[src/rtl/ram_window_fetcher.sv]
// Arbitrates the single-port byte RAM between a byte-write requester and a
// KxK (K=3/5) convolution-window fetcher that gathers rows into a 25-byte bus.
module ram_window_fetcher #(
  parameter int ADDR_W  = 19,
  parameter int DATA_W  = 8,
  parameter int WIDTH_W = 10
) (
  input  logic                  clk_c,
  input  logic                  reset_in,
  input  logic                  fetch_req_in,
  output logic                  fetch_ack_out,
  input  logic                  kernel5_in,
  input  logic [ADDR_W-1:0]     base_addr_in,
  input  logic [WIDTH_W-1:0]    img_width_in,
  input  logic                  wr_req_in,
  output logic                  wr_ack_out,
  input  logic [ADDR_W-1:0]     wr_addr_in,
  input  logic [DATA_W-1:0]     wr_data_in,
  output logic                  ram_enable_out,
  output logic                  ram_read_write_out,
  output logic [ADDR_W-1:0]     ram_address_out,
  output logic [DATA_W-1:0]     ram_data_out,
  input  logic [5*DATA_W-1:0]   ram_row_in,
  output logic [25*DATA_W-1:0]  window_out,
  output logic                  window_valid_out,
  output logic                  busy_out
);

  typedef enum logic [1:0] {IDLE, ISSUE, CAPTURE, DONE} state_t;
  typedef enum logic {GRANT_WRITE, GRANT_FETCH} grant_t;

  state_t               state_q, state_d;
  grant_t               last_q, last_d;
  logic                 k5_q, k5_d;
  logic [ADDR_W-1:0]    row_addr_q, row_addr_d;
  logic [WIDTH_W-1:0]   width_q, width_d;
  logic [2:0]           row_q, row_d;
  logic [25*DATA_W-1:0] window_q, window_d;
  logic                 grant_wr, grant_fetch;
  logic [2:0]           last_row;

  // Round-robin: on contention the requester not granted last wins.
  assign grant_wr    = !reset_in && wr_req_in &&
                       (!fetch_req_in || last_q == GRANT_FETCH);
  assign grant_fetch = !reset_in && fetch_req_in &&
                       (!wr_req_in || last_q == GRANT_WRITE);
  assign last_row    = k5_q ? 3'd4 : 3'd2;

  always_comb begin
    state_d            = state_q;
    last_d             = last_q;
    k5_d               = k5_q;
    row_addr_d         = row_addr_q;
    width_d            = width_q;
    row_d              = row_q;
    window_d           = window_q;
    fetch_ack_out      = 1'b0;
    wr_ack_out         = 1'b0;
    ram_enable_out     = 1'b0;
    ram_read_write_out = 1'b1;
    ram_address_out    = '0;
    ram_data_out       = '0;
    window_valid_out   = 1'b0;
    case (state_q)
      IDLE: begin
        if (grant_wr) begin
          ram_enable_out     = 1'b1;
          ram_read_write_out = 1'b0;
          ram_address_out    = wr_addr_in;
          ram_data_out       = wr_data_in;
          wr_ack_out         = 1'b1;
          last_d             = GRANT_WRITE;
        end else if (grant_fetch) begin
          fetch_ack_out = 1'b1;
          k5_d          = kernel5_in;
          row_addr_d    = base_addr_in;
          width_d       = img_width_in;
          window_d      = '0;
          row_d         = '0;
          last_d        = GRANT_FETCH;
          state_d       = ISSUE;
        end
      end
      ISSUE: begin
        ram_enable_out  = 1'b1;
        ram_address_out = row_addr_q;
        state_d         = CAPTURE;
      end
      CAPTURE: begin
        ram_enable_out  = 1'b1;
        ram_address_out = row_addr_q;
        // Unrolled so every window slice uses a constant index.
        for (int unsigned r = 0; r < 5; r++) begin
          for (int unsigned c = 0; c < 5; c++) begin
            if (3'(r) == row_q && c < (k5_q ? 5 : 3))
              window_d[(5*r+c)*DATA_W +: DATA_W] = ram_row_in[c*DATA_W +: DATA_W];
          end
        end
        row_addr_d = row_addr_q + ADDR_W'(width_q);
        row_d      = row_q + 3'd1;
        state_d    = (row_q == last_row) ? DONE : ISSUE;
      end
      DONE: begin
        window_valid_out = 1'b1;
        state_d          = IDLE;
      end
      default: state_d = IDLE;
    endcase
  end

  always_ff @(posedge clk_c) begin
    if (reset_in) begin
      state_q    <= IDLE;
      last_q     <= GRANT_FETCH;
      k5_q       <= 1'b0;
      row_addr_q <= '0;
      width_q    <= '0;
      row_q      <= '0;
      window_q   <= '0;
    end else begin
      state_q    <= state_d;
      last_q     <= last_d;
      k5_q       <= k5_d;
      row_addr_q <= row_addr_d;
      width_q    <= width_d;
      row_q      <= row_d;
      window_q   <= window_d;
    end
  end

  assign window_out = window_q;
  assign busy_out   = (state_q != IDLE);

endmodule

[config.mk]
export PLATFORM = sky130hd
export DESIGN_NAME = ram_window_fetcher
export DESIGN_NICKNAME = d
export VERILOG_FILES = /design/src/rtl/ram_window_fetcher.sv
export SDC_FILE = /design/constraint.sdc
export NUM_CORES = 1
export LEC_CHECK = 0
export ABC_CLOCK_PERIOD_IN_PS = 6100
export BUFFER_PORTS_ARGS = -buffer_cell sky130_fd_sc_hd__buf_2
export CAP_MARGIN = 10
export CORE_MARGIN = 1
export CORE_UTILIZATION = 31
export DETAILED_ROUTE_END_ITERATION = 16
export GPL_TIMING_DRIVEN = 0
export PLACE_DENSITY = 0.56
export SKIP_LAST_GASP = 1
export SYNTH_ARGS = -nofsm -noshare
export SYNTH_HDL_FRONTEND = slang
export SYNTH_SLANG_ARGS = --single-unit
[constraint.sdc]
create_clock -name clk_c -period 6.1 [get_ports clk_c]
set_clock_uncertainty 0.05 [all_clocks]
set_input_delay 0.61 -clock clk_c [delete_from_list [all_inputs] [get_ports clk_c]]
set_output_delay 0.61 -clock clk_c [all_outputs]
set_load 0.03 [all_outputs]
=== Word level (Yosys, flattened, before mapping) ===
Index checks and enable logic that the tools add are counted.

* $add $sub $neg: 2
* Magnitude comparators: 5
* Equality and inequality tests: 35
* Mux-type cells: 55
* Bitwise logic cells: 2
* Reductions and logical operators: 69

{| class="wikitable"
|+ Operators with widths
! operator !! number
|-
| $mux W200 || 2
|-
| $pmux W200 S2 || 1
|-
| $mux W8 || 27
|-
| $reduce_and A4 Y1 || 25
|-
| $pmux W19 S2 || 2
|-
| $lt A1 B32 Y1 const A || 2
|-
| $lt A2 B32 Y1 const A || 2
|-
| $mux W19 || 3
|-
| $ne A2 B2 Y1 const B || 27
|-
| $logic_and A1 B1 Y1 || 29
|-
| $add A19 B10 Y19 || 1
|-
| $mux W3 || 4
|-
| $mux W1 || 10
|-
| $pmux W2 S4 || 1
|-
| $eq A2 B3 Y1 const A || 2
|-
| $mux W2 || 3
|-
| $pmux W3 S2 || 1
|-
| $reduce_and A3 Y1 || 2
|-
| $reduce_bool A2 Y1 || 3
|-
| $eq A2 B2 Y1 const B || 2
|-
| $reduce_and A2 Y1 || 2
|-
| $add A3 B1 Y3 const B || 1
|-
| $eq A1 B3 Y1 const A || 1
|-
| $eq A3 B3 Y1 || 1
|-
| 10 further kinds || 14
|}

* Register bits after elaboration: 236
* Bits of input ports: 101
* Output and inout bits: 233
* Word-level logic and storage cells: 199

=== Logic depth before layout (Yosys ltp) ===
* Depth in word-level cells: 6
* Mapped depth: 11
* Mapped depth without buffers: 9

=== Worst setup path before layout ===
No wires, ideal clock.

* Path type: input to output
* From: in fetch_req_in
* To: out ram_enable_out
* Arrival: 1.922 ns
* Data required time: 5.440 ns
* Slack: 3.518 ns
* Cell stages on the path: 5
* Buffers on the path: 1
* Path through: nor2b_1 > nor3_1 > clkbuf_1 > nor2_1 > nor2_1

* Cells in the longest elaborated chain, start to end: 5

{| class="wikitable"
|+ RTL lines
! element !! RTL line !! RTL
|-
| start: declaration || 10 || <nowiki>input logic fetch_req_in,</nowiki>
|-
| $logic_not A1 Y1 || 44 || <nowiki>(!fetch_req_in || last_q == GRANT_FETCH);</nowiki>
|-
| $logic_or A1 B1 Y1 || 44 ||
|-
| $logic_and A1 B1 Y1 || 43 || <nowiki>assign grant_wr = !reset_in && wr_req_in &&</nowiki>
|-
| $mux W1 || 66 || <nowiki>if (grant_wr) begin</nowiki>
|-
| $pmux W1 S2 || 64 || <nowiki>case (state_q)</nowiki>
|-
| end: declaration || 19 || <nowiki>output logic ram_enable_out,</nowiki>
|}

Every way passes these cells.

=== Worst setup path after layout ===
* From: reg state_q[0]
* To: out fetch_ack_out

* Cells in the longest elaborated chain, start to end: 2

{| class="wikitable"
|+ RTL lines
! element !! RTL line !! RTL
|-
| start: declaration || 32 || <nowiki>state_t state_q, state_d;</nowiki>
|-
| start signal: assignment || 121 || <nowiki>state_q <= state_d;</nowiki>
|-
| $logic_not A2 Y1 || 64 ||
|-
| $mux W1 || 64 ||
|-
| end: declaration || 11 || <nowiki>output logic fetch_ack_out,</nowiki>
|}

Every way passes these cells.

==> run summary <==
Number of instances in the synthesized netlist: 1258
Detailed router's first-iteration violation count: 836
Min-delay worst type: in -> reg
Async set-or-reset flop fraction in the synthesized netlist: 0
All-layer global routing usage: 0.236
Share of power burned in combinational logic: 0.245
Final Setup Violations: 0
Fill cells: 3301
Clock sinks: 236
Overall overflow remaining after global route: 0
Root buffer cell: sky130_fd_sc_hd__clkbuf_16
Clk Latency, worst-skew pair: 0.53 ns
Worst Tran Pin Value: 0.884 ns
Number of antenna violations at the first check in global routing: 0
Largest net degree at the start of global routing: 14
Post-detailed-placement half-perimeter wirelength: 30800 um
Total Power Consumption: 4.38 mW
Busiest layer in global routing: met2
Floorplan core area: 31600 um^2
Final setup TNS: 0 ns
Warnings, synthesis: 0
Sequential area share after synthesis: 0.472
Overall routed net length: 40100 um
Sw frac: 0.342
Nets: 1741
Number of vias per cell after detailed routing: 5.16
TritonCTS clock tree: done
Synth Flop Type: sky130_fd_sc_hd__dfxtp_1
Worst setup EP type: output pin
Hold Vio Cnt, Final: 0
Switching power summed over all nets: 1.50 mW
Vias after detailed routing: 10500
Global-route wire length before repair: 59800 um
Global routing usage on met1: 0.321
Average routed wire per standard cell: 19.7 um
Buffers inserted during post-CTS setup optimization: 0
Number of levels in the clock H-tree: 1
Shortest clock period the worst path allows after layout: 3.25 ns
Routing usage on met3: 0.0457
Relative slew slack: 0.411
Crit start category: register
Maximum clock insertion buffer count: 3
Instance area at placement: 12200 um^2
DRC violation count after routing: 0
Final std cell area, no fill: 13100 um^2
Minimum setup slack in the final design: 2.85 ns
Overall die area: 33000 um^2
Static leakage: 5.42 nW
Count of antenna diodes in the layout: 0
DR pass1 iterations: 5
Placed Cells incl. Taps: 1993
CP Data Required Time: 5.44 ns
Initial cell density of the core: 0.316
Count of final max-slew check failures: 0
Port Buffers: 333
Horizontal die dimension: 182 um
Largest fanout of any net on the critical path: 10
Fraction of final layout cells sized beyond drive strength 1: 0.264
Run status: finished clean
Post-placement worst setup slack: 3.16 ns
Worst Hold Slack: 0.265 ns
Number of enable flip-flop cells after synthesis: 0
Die height: 182 um
Power Internal: 2.88 mW
Gates resized, CTS repair: 0
Vias in the first global route: 9770
Post-CTS Hold Buffers: 0
Synthesized area per cell: 7.95 um^2
Pwr per Cell Area: 335 nW/um^2
Routability congestion estimate from global placement: 0.896
Count of different cell masters after synthesis: 55
Critical path data arrival time: 2.59 ns
IO Pins: 334
Portion of the clock cycle consumed by the worst path in the final layout: 0.532
Class of the most critical setup path: reg -> out
Final non-filler cell total: 2040
Maximum VDD drop: 196 uV
Core Rows: 65
Post-Route Utilization: 0.414
Flop and latch count out of synthesis: 236
Post-detailed-route count of antenna-violating nets: 0
Post-Syn Nets: 1379
Area of the mapped netlist: 10000 um^2
Clk pin slew, worst setup/hold paths: 0.06 ns
Max capacitance violation total: 0
FMAX: 308 MHz
Post-synthesis to final-layout area growth: 30.8%
Share of total power in sequential cells: 0.373
Global-route track usage on met2: 0.371
RSZ-0062 raised after global routing: false
Clk pwr share: 0.382
Clock buffer count from CTS: 27
[flip-flops by register name (all words and copies together) (netlist names)]
| signal | count |
|---|---|
| row_addr_q | 19 |
| state_q | 2 |
| row_q | 3 |
| window_out | 200 |
| width_q | 10 |
| k5_q | 1 |
| last_q | 1 |
[Yosys cell counts, drive strengths merged (2+ instances only)]
cell	instances	area (um^2)
mux2i	4	40.0
dfxtp	236	4720
a211oi	8	60.1
xnor2	4	35.0
inv	16	60.1
nor2	50	241
o21ai	12	82.6
nand3b	2	15.0
nand2	258	1010
ha	19	238
mux2	2	22.5
o2111ai	2	17.5
and4	3	26.3
a22oi	22	165
buf	37	236
a21o	9	67.6
xor2	2	17.5
nand2b	4	25.0
or3	4	25.0
o21a	2	15.0
and2	11	68.8
nor2b	4	25.0
a21oi	233	1170
o211ai	4	35.0
nand3	182	911
o31ai	5	37.5
and3	4	25.0
nand4	26	163
nor3	4	20.0
a31oi	8	50.1
clkbuf	69	259
[routing by layer]
layer,vias to the layer above,share of wire
met3,73,0.069
li1,5093,-
met4,0,0.037
met5,-,0
met2,369,0.44
met1,4983,0.45
[layout make-up]
| type | count | area (um^2) | area share |
|---|---|---|---|
| multi-input cells | 900 | 4730 | 0.361 |
| clock inverters | 9 | 125 | 0.00956 |
| inverters | 16 | 60.1 | 0.00459 |
| clock buffers | 38 | 787 | 0.0601 |
| plain buffers | 106 | 495 | 0.0379 |
| flip-flops and latches | 236 | 4720 | 0.361 |
| well taps | 402 | 503 | 0.0384 |
| repair buffers | 333 | 1670 | 0.127 |
[path summary, 6_finish.rpt]
kind                                                    end  depth (start not counted)  slack (ns)                        start
worst max-delay path                          fetch_ack_out                          7        2.85      state_q[0]$_SDFFE_PP0P_
worst min-delay path                width_q[3]$_SDFFE_PP0P_                          3        0.27              img_width_in[3]
worst max register to register  row_addr_q[14]$_SDFFE_PP0P_                          9        3.45      state_q[0]$_SDFFE_PP0P_
worst min register to register  window_out[35]$_SDFFE_PP0P_                          2        0.40  window_out[35]$_SDFFE_PP0P_
[cell usage in the layout, fill, tap and decap left out, types with 9 or more instances in the layout]
master | synthesis | final
sky130_fd_sc_hd__dfxtp_1 | 236 | 236
sky130_fd_sc_hd__a21o_1 | 9 | 9
sky130_fd_sc_hd__buf_2 | 15 | 348
sky130_fd_sc_hd__nand2_1 | 251 | 251
sky130_fd_sc_hd__clkbuf_1 | 69 | 73
sky130_fd_sc_hd__a21oi_1 | 231 | 231
sky130_fd_sc_hd__and2_1 | 11 | 11
sky130_fd_sc_hd__inv_1 | 15 | 15
sky130_fd_sc_hd__ha_1 | 19 | 19
sky130_fd_sc_hd__clkbuf_16 | 0 | 27
sky130_fd_sc_hd__a22oi_1 | 22 | 22
sky130_fd_sc_hd__nor2_1 | 44 | 44
sky130_fd_sc_hd__nand4_1 | 26 | 26
sky130_fd_sc_hd__nand3_1 | 182 | 182
sky130_fd_sc_hd__buf_4 | 15 | 15
[power by group through the flow]
stage | registers (mW) | logic [mW] | clock network (mW)
floorplan | 1.69 | 0.653 | 0
global placement | 1.67 | 1.06 | 0
detailed placement | 1.67 | 1.07 | 0
CTS | 1.64 | 1.07 | 1.71
global route | 1.64 | 1.16 | 1.77
finish | 1.64 | 1.07 | 1.67
[worst max-delay path: stages (launching register included)]
cell                       delay [ns]
sky130_fd_sc_hd__dfxtp_1         0.35
sky130_fd_sc_hd__inv_1           0.09
sky130_fd_sc_hd__ha_1            0.30
sky130_fd_sc_hd__nand2b_1        0.17
sky130_fd_sc_hd__or2_2           0.34
sky130_fd_sc_hd__inv_1           0.09
sky130_fd_sc_hd__clkbuf_1        0.41
sky130_fd_sc_hd__buf_2           0.29
[cell families (layout without fill, tap and decap cells)]
kind of cell,count (synthesis),after routing,share of synthesized area
AOI/OAI and AO/OA,314,314,0.179
muxes,6,6,0.00625
buffers and inverters,122,502,0.0555
xor gates and xnor gates,6,6,0.00525
and+or+nand+nor,554,554,0.256
DFF,236,236,0.472
adders and majority gates,20,20,0.0258
No activity file was read; power rests on OpenSTA's default activity.
